$ cat src/rtl/data_bus_controller.sv
// Load/store bus controller: aligns core requests onto a 32-bit word bus with byte enables.
// Optional watchdog enabled by defining DATA_BUS_TIMEOUT_EN (limit set by TIMEOUT_CYCLES).
module data_bus_controller #(
  parameter int unsigned TIMEOUT_CYCLES = 256
) (
  input  logic        clk_i,
  input  logic        rst_ni,
  input  logic        read_enable_i,
  input  logic        write_enable_i,
  input  logic [31:0] address_i,
  input  logic [31:0] write_data_i,
  input  logic [2:0]  data_format_i,
  output logic [31:0] read_data_o,
  output logic        stall_o,
  output logic        misaligned_o,
  output logic        bus_error_o,
  output logic        bus_valid_o,
  input  logic        bus_ready_i,
  output logic [31:0] bus_address_o,
  output logic        bus_write_o,
  output logic [3:0]  bus_byte_enable_o,
  output logic [31:0] bus_write_data_o,
  input  logic        bus_rsp_valid_i,
  input  logic [31:0] bus_rsp_data_i
);

  typedef enum logic [1:0] {StIdle, StReq, StRsp, StDone} state_e;

  state_e      state_q, state_d;
  logic        bus_valid_q, bus_valid_d;
  logic [31:0] bus_address_q, bus_address_d;
  logic        bus_write_q, bus_write_d;
  logic [3:0]  bus_be_q, bus_be_d;
  logic [31:0] bus_wdata_q, bus_wdata_d;
  logic [31:0] read_data_q, read_data_d;
  logic [2:0]  fmt_q, fmt_d;
  logic [1:0]  off_q, off_d;

  logic        req_any, size_b, size_h, size_w, misalign, accept;
  logic [3:0]  be_new;
  logic [31:0] wdata_new, rsp_lane, rsp_ext;

  // Codes 011, 110 and 111 fall into the word bucket via data_format_i[1].
  assign size_b   = (data_format_i[1:0] == 2'b00);
  assign size_h   = (data_format_i[1:0] == 2'b01);
  assign size_w   = data_format_i[1];
  assign req_any  = read_enable_i | write_enable_i;
  assign misalign = (size_h & address_i[0]) | (size_w & (|address_i[1:0]));
  assign accept   = (state_q == StIdle) & req_any & ~misalign;

  assign misaligned_o = (state_q == StIdle) & req_any & misalign;
  assign stall_o      = accept | (state_q == StReq) | (state_q == StRsp);

  always_comb begin
    be_new    = 4'b1111;
    wdata_new = write_data_i;
    if (size_b) begin
      be_new    = 4'b0001 << address_i[1:0];
      wdata_new = {4{write_data_i[7:0]}};
    end else if (size_h) begin
      be_new    = 4'b0011 << address_i[1:0];
      wdata_new = {2{write_data_i[15:0]}};
    end
  end

  always_comb begin
    rsp_lane = bus_rsp_data_i >> {off_q, 3'b000};
    case (fmt_q)
      3'b000:  rsp_ext = {{24{rsp_lane[7]}}, rsp_lane[7:0]};
      3'b100:  rsp_ext = {24'h0, rsp_lane[7:0]};
      3'b001:  rsp_ext = {{16{rsp_lane[15]}}, rsp_lane[15:0]};
      3'b101:  rsp_ext = {16'h0, rsp_lane[15:0]};
      default: rsp_ext = rsp_lane;
    endcase
  end

`ifdef DATA_BUS_TIMEOUT_EN
  localparam int unsigned CntW = $clog2(TIMEOUT_CYCLES) + 1;
  localparam logic [CntW-1:0] CntLast = CntW'(TIMEOUT_CYCLES - 1);

  logic [CntW-1:0] cnt_q, cnt_d;
  logic            bus_error_q, bus_error_d;
  logic            phase_done;

  assign phase_done = ((state_q == StReq) & bus_ready_i) | ((state_q == StRsp) & bus_rsp_valid_i);
`endif

  always_comb begin
    state_d       = state_q;
    bus_valid_d   = bus_valid_q;
    bus_address_d = bus_address_q;
    bus_write_d   = bus_write_q;
    bus_be_d      = bus_be_q;
    bus_wdata_d   = bus_wdata_q;
    read_data_d   = read_data_q;
    fmt_d         = fmt_q;
    off_d         = off_q;
    unique case (state_q)
      StIdle: begin
        if (accept) begin
          state_d       = StReq;
          bus_valid_d   = 1'b1;
          bus_address_d = {address_i[31:2], 2'b00};
          bus_write_d   = write_enable_i;
          bus_be_d      = be_new;
          bus_wdata_d   = wdata_new;
          fmt_d         = data_format_i;
          off_d         = address_i[1:0];
        end
      end
      StReq: begin
        if (bus_ready_i) begin
          bus_valid_d = 1'b0;
          state_d     = bus_write_q ? StDone : StRsp;
        end
      end
      StRsp: begin
        if (bus_rsp_valid_i) begin
          read_data_d = rsp_ext;
          state_d     = StDone;
        end
      end
      StDone:  state_d = StIdle;
      default: state_d = StIdle;
    endcase
`ifdef DATA_BUS_TIMEOUT_EN
    cnt_d       = '0;
    bus_error_d = 1'b0;
    if ((state_q == StReq) || (state_q == StRsp)) begin
      cnt_d = cnt_q + CntW'(1);
      if (!phase_done && (cnt_q == CntLast)) begin
        state_d     = StDone;
        bus_valid_d = 1'b0;
        read_data_d = '0;
        bus_error_d = 1'b1;
        cnt_d       = '0;
      end
    end
`endif
  end

  always_ff @(posedge clk_i or negedge rst_ni) begin
    if (!rst_ni) begin
      state_q       <= StIdle;
      bus_valid_q   <= 1'b0;
      bus_address_q <= '0;
      bus_write_q   <= 1'b0;
      bus_be_q      <= '0;
      bus_wdata_q   <= '0;
      read_data_q   <= '0;
      fmt_q         <= '0;
      off_q         <= '0;
    end else begin
      state_q       <= state_d;
      bus_valid_q   <= bus_valid_d;
      bus_address_q <= bus_address_d;
      bus_write_q   <= bus_write_d;
      bus_be_q      <= bus_be_d;
      bus_wdata_q   <= bus_wdata_d;
      read_data_q   <= read_data_d;
      fmt_q         <= fmt_d;
      off_q         <= off_d;
    end
  end

`ifdef DATA_BUS_TIMEOUT_EN
  always_ff @(posedge clk_i or negedge rst_ni) begin
    if (!rst_ni) begin
      cnt_q       <= '0;
      bus_error_q <= 1'b0;
    end else begin
      cnt_q       <= cnt_d;
      bus_error_q <= bus_error_d;
    end
  end

  assign bus_error_o = bus_error_q;
`else
  // Without the watchdog the limit has no effect.
  logic unused_timeout_cfg;
  assign unused_timeout_cfg = ^TIMEOUT_CYCLES;
  assign bus_error_o        = 1'b0;
`endif

  assign read_data_o       = read_data_q;
  assign bus_valid_o       = bus_valid_q;
  assign bus_address_o     = bus_address_q;
  assign bus_write_o       = bus_write_q;
  assign bus_byte_enable_o = bus_be_q;
  assign bus_write_data_o  = bus_wdata_q;

endmodule

$ cat config.mk
export PLATFORM = sky130hd
export DESIGN_NAME = data_bus_controller
export DESIGN_NICKNAME = d
export VERILOG_FILES = /design/src/rtl/data_bus_controller.sv
export SDC_FILE = /design/constraint.sdc
export NUM_CORES = 1
export LEC_CHECK = 0
export ABC_AREA = 1
export ABC_CLOCK_PERIOD_IN_PS = 3450
export BUFFER_PORTS_ARGS = -buffer_cell sky130_fd_sc_hd__buf_2
export CORE_MARGIN = 1.5
export CORE_UTILIZATION = 53
export DETAILED_ROUTE_END_ITERATION = 8
export PLACE_DENSITY = 0.86
export SLEW_MARGIN = 20
export SYNTH_ARGS = -nofsm -noshare
export SYNTH_HDL_FRONTEND = slang
export SYNTH_SLANG_ARGS = --single-unit
$ cat constraint.sdc
create_clock -name clk_i -period 3.45 [get_ports clk_i]
set_clock_uncertainty 0.1 [all_clocks]
set_input_delay 0.69 -clock clk_i [delete_from_list [all_inputs] [get_ports clk_i]]
set_output_delay 0.69 -clock clk_i [all_outputs]
set_load 0.01 [all_outputs]
==> summary.md <==
| Metric | Value |
|---|---|
| Status | `finished clean` |
| Die Width | `103 µm` |
| Post-synth EDFFs | `0` |
| Number of cells on the critical path | `7` |
| Postcts setup bufs | `0` |
| Starting DRC count in detailed routing | `236` |
| Non-filler cells, final | `1018` |
| CP most frequent cell | `inv_1` |
| CP max stage cell | `inv_1` |
| Gr ovfl total | `0` |
| Number of synthesized register bits | `107` |
| Final period utilization | `73.8%` |
| Die Height | `103 µm` |
| Overall routing resource usage | `27.5%` |
| Core Area | `0.00977 mm²` |
| Reg2Reg Launch Point | `state_q[0]` |
| Antenna violations before repair | `1` |
| Synth area leaders | `dfrtp_1 50%, nand2_1 21%, nand3_1 5.0%` |
| P_leak | `3.77 nW` |
| VDD IR max | `437 µV` |
| Syn_area_per_cell | `7.70 µm²` |
| Worst flop-to-flop path endpoint | `read_data_o[11]` |
| Hold Buf Count CTS | `0` |
| Async S/R FF share, synth | `100%` |
| Power Dens Cells | `879 mW/mm²` |
| DR pass1 iterations | `4` |
| Syn. warnings | `0` |
| Bufs and invs on worst path | `3` |
| Critical Path Source | `state_q[0]` |
| Crit path capture type | `flop` |
| Sequential area share after synthesis | `50.0%` |
| Crit path max fanout | `39` |
| Final nets | `993` |
| Critical Path RT | `3.62 ns` |
| Fin. max-slew vios | `0` |
| H-tree levels | `3` |
| Clk sinks | `107` |
| Largest area contributor in the netlist | `dfrtp_1` |
| Initial Util | `54.7%` |
| Startpoint Class | `flop` |
| Total power | `5.78 mW` |
| Worst EP arrival | `2.72 ns` |
| HPWL after DPL | `10300 µm` |
| Worst-skew pair later-pin latency | `0.36 ns` |
| DRC Markers | `0` |
| Mapped Cells | `695` |
| RSZ-0062 raised after global routing | `no` |
| Setup tns final | `0 ns` |
| Largest net degree at the start of global routing | `82` |
| Average vias per placed instance | `5.09` |
| CP endpoint | `read_data_o[11]` |
| Synth cell types | `28` |
| Die ar. | `0.0107 mm²` |
| CTS-repair resized insts | `0` |
| # setup viols final | `0` |
| CTS buffer count | `9` |
| Layout cell share with drive strength beyond 1 | `29.9%` |
| Area Overhead vs Synth | `22.9%` |
| Post-layout min period | `2.54 ns` |
| Primary FF master, synth | `dfrtp_1` |
| Filler cell count | `832` |
| Depth of the most critical reg-to-reg path | `7` |
| Final hold violation count | `0` |
| CTS tree | `done` |
| Vias in the first global route | `4906` |
| Reg2reg setup slack | `0.91 ns` |
| DRT Wirelength | `14300 µm` |
| Largest stage delay on the critical path | `0.57 ns` |
| Critical path type | `reg2reg` |
| Clk pin slew, worst setup/hold paths | `0.11 ns` |
| Worst-path cell chain | `inv_1 -> ha_1 -> nand2_2 -> inv_1 -> or2_2 -> nand2_1 -> inv_1` |
| First-pass GRT wire length | `22600 µm` |
| FP Rows | `36` |
| Vias post-DR | `5181` |
| Synth top area share | `50.0%` |
| I/O pin count | `210` |
| ANT nets after route | `0` |
| CTS max path bufs | `2` |
| Max cap viols | `0` |
| Cell family with most CP delay | `simple AND/OR/NAND/NOR gates` |
| Peak Freq | `0.393 GHz` |
| WL/cell | `14.1 µm` |
| Root Buffer | `clkbuf_8` |
| Worst slew pin tran | `0.983 ns` |
| Placed Instances | `1002` |
| Relative slew slack | `34.4%` |
| Placer congestion estimate | `0.914` |
| HP Class | `in2async` |
| # port buffers | `206` |
| Synthesized area | `0.00535 mm²` |
-- state kept, by name, indices dropped and copies added (netlist names) --
name / flops
off_q: 2
bus_address_o: 30
bus_write_o: 1
state_q: 2
bus_valid_o: 1
fmt_q: 3
bus_write_data_o: 32
bus_byte_enable_o: 4
read_data_o: 32
-- where the power goes --
part / switching, mW / internal, mW
logic: 1.68 / 1.07
clock network: 0.441 / 0.356
registers: 0.377 / 1.86
-- cell usage in the layout (no fill, tap or decap), types with 7 or more instances in the layout --
cell type  count
nand2_1      301
buf_2        205
dfrtp_1      107
nand3_1       53
inv_1         39
nor2_1        37
a21oi_1       33
or2_2         23
o21ai_0       13
clkbuf_8      10
a31oi_1        8
ha_1           8
o211ai_1       7
-- layer usage --
| layer | part of all wire (%) | vias up | global-route usage [%] |
|---|---|---|---|
| met3 | 8.3 | 28 | 6.85 |
| met4 | 2.6 | 0 | 11.1 |
| met2 | 47 | 243 | 43.1 |
| li1 | - | 2540 | - |
| met1 | 43 | 2370 | 36.8 |
| met5 | 0 | - | 0 |
-- cells in the mapped netlist (7+ instances only) --
library cell  instances
nand2_1             301
dfrtp_1             107
nand3_1              53
inv_1                39
nor2_1               37
a21oi_1              33
or2_2                23
buf_2                19
o21ai_0              13
buf_4                10
a31oi_1               8
ha_1                  8
o211ai_1              7
-- cell type report --
| type | count | area, µm² | share of cell area [%] |
|---|---|---|---|
| diodes | 1 | 2.50 | 0.0381 |
| clock buffers | 10 | 138 | 2.09 |
| repair buffers | 210 | 1080 | 16.4 |
| flip-flops and latches | 107 | 2680 | 40.7 |
| well taps | 133 | 166 | 2.53 |
| clock inverters | 5 | 62.6 | 0.951 |
| inverters | 43 | 161 | 2.45 |
| multi-input cells | 509 | 2290 | 34.9 |
-- through the flow --
stage / area (µm²) / hold WS, ns / worst slack, ns / util (%)
2_1_floorplan: 5360 / 0.294 / 1.18 / -
3_3_place_gp: 6370 / 0.353 / 0.870 / 65.2
3_5_place_dp: 6370 / 0.360 / 0.797 / 65.2
4_1_cts: 6570 / 0.212 / 0.941 / 67.3
5_1_grt: 6570 / 0.226 / 0.702 / 67.3
6_report: 6580 / 0.203 / 0.905 / 67.3
-- worst min path at each step --
stage | to | start | depth (start not counted) | slack, ns
2_1_floorplan | bus_address_o[10] | rst_ni | 0 | 0.29
3_3_place_gp | bus_byte_enable_o[0] | bus_byte_enable_o[0] | 2 | 0.35
3_5_place_dp | bus_byte_enable_o[0] | bus_byte_enable_o[0] | 2 | 0.36
4_1_cts | read_data_o[3] | rst_ni | 1 | 0.21
5_1_grt | read_data_o[3] | rst_ni | 1 | 0.23
6_report | read_data_o[3] | rst_ni | 1 | 0.20
-- cell families (layout without fill, tap and decap cells) --
kind of cell | count (synthesis) | in the layout | synth area share, %
compound gates | 68 | 68 | 6.99
fa+ha+maj | 8 | 8 | 1.87
other cells | 1 | 4 | 0.0701
flops | 107 | 107 | 50.0
simple gates | 430 | 430 | 33.8
buf+inv | 81 | 268 | 7.25
Power figures use the tool's default switching activity.
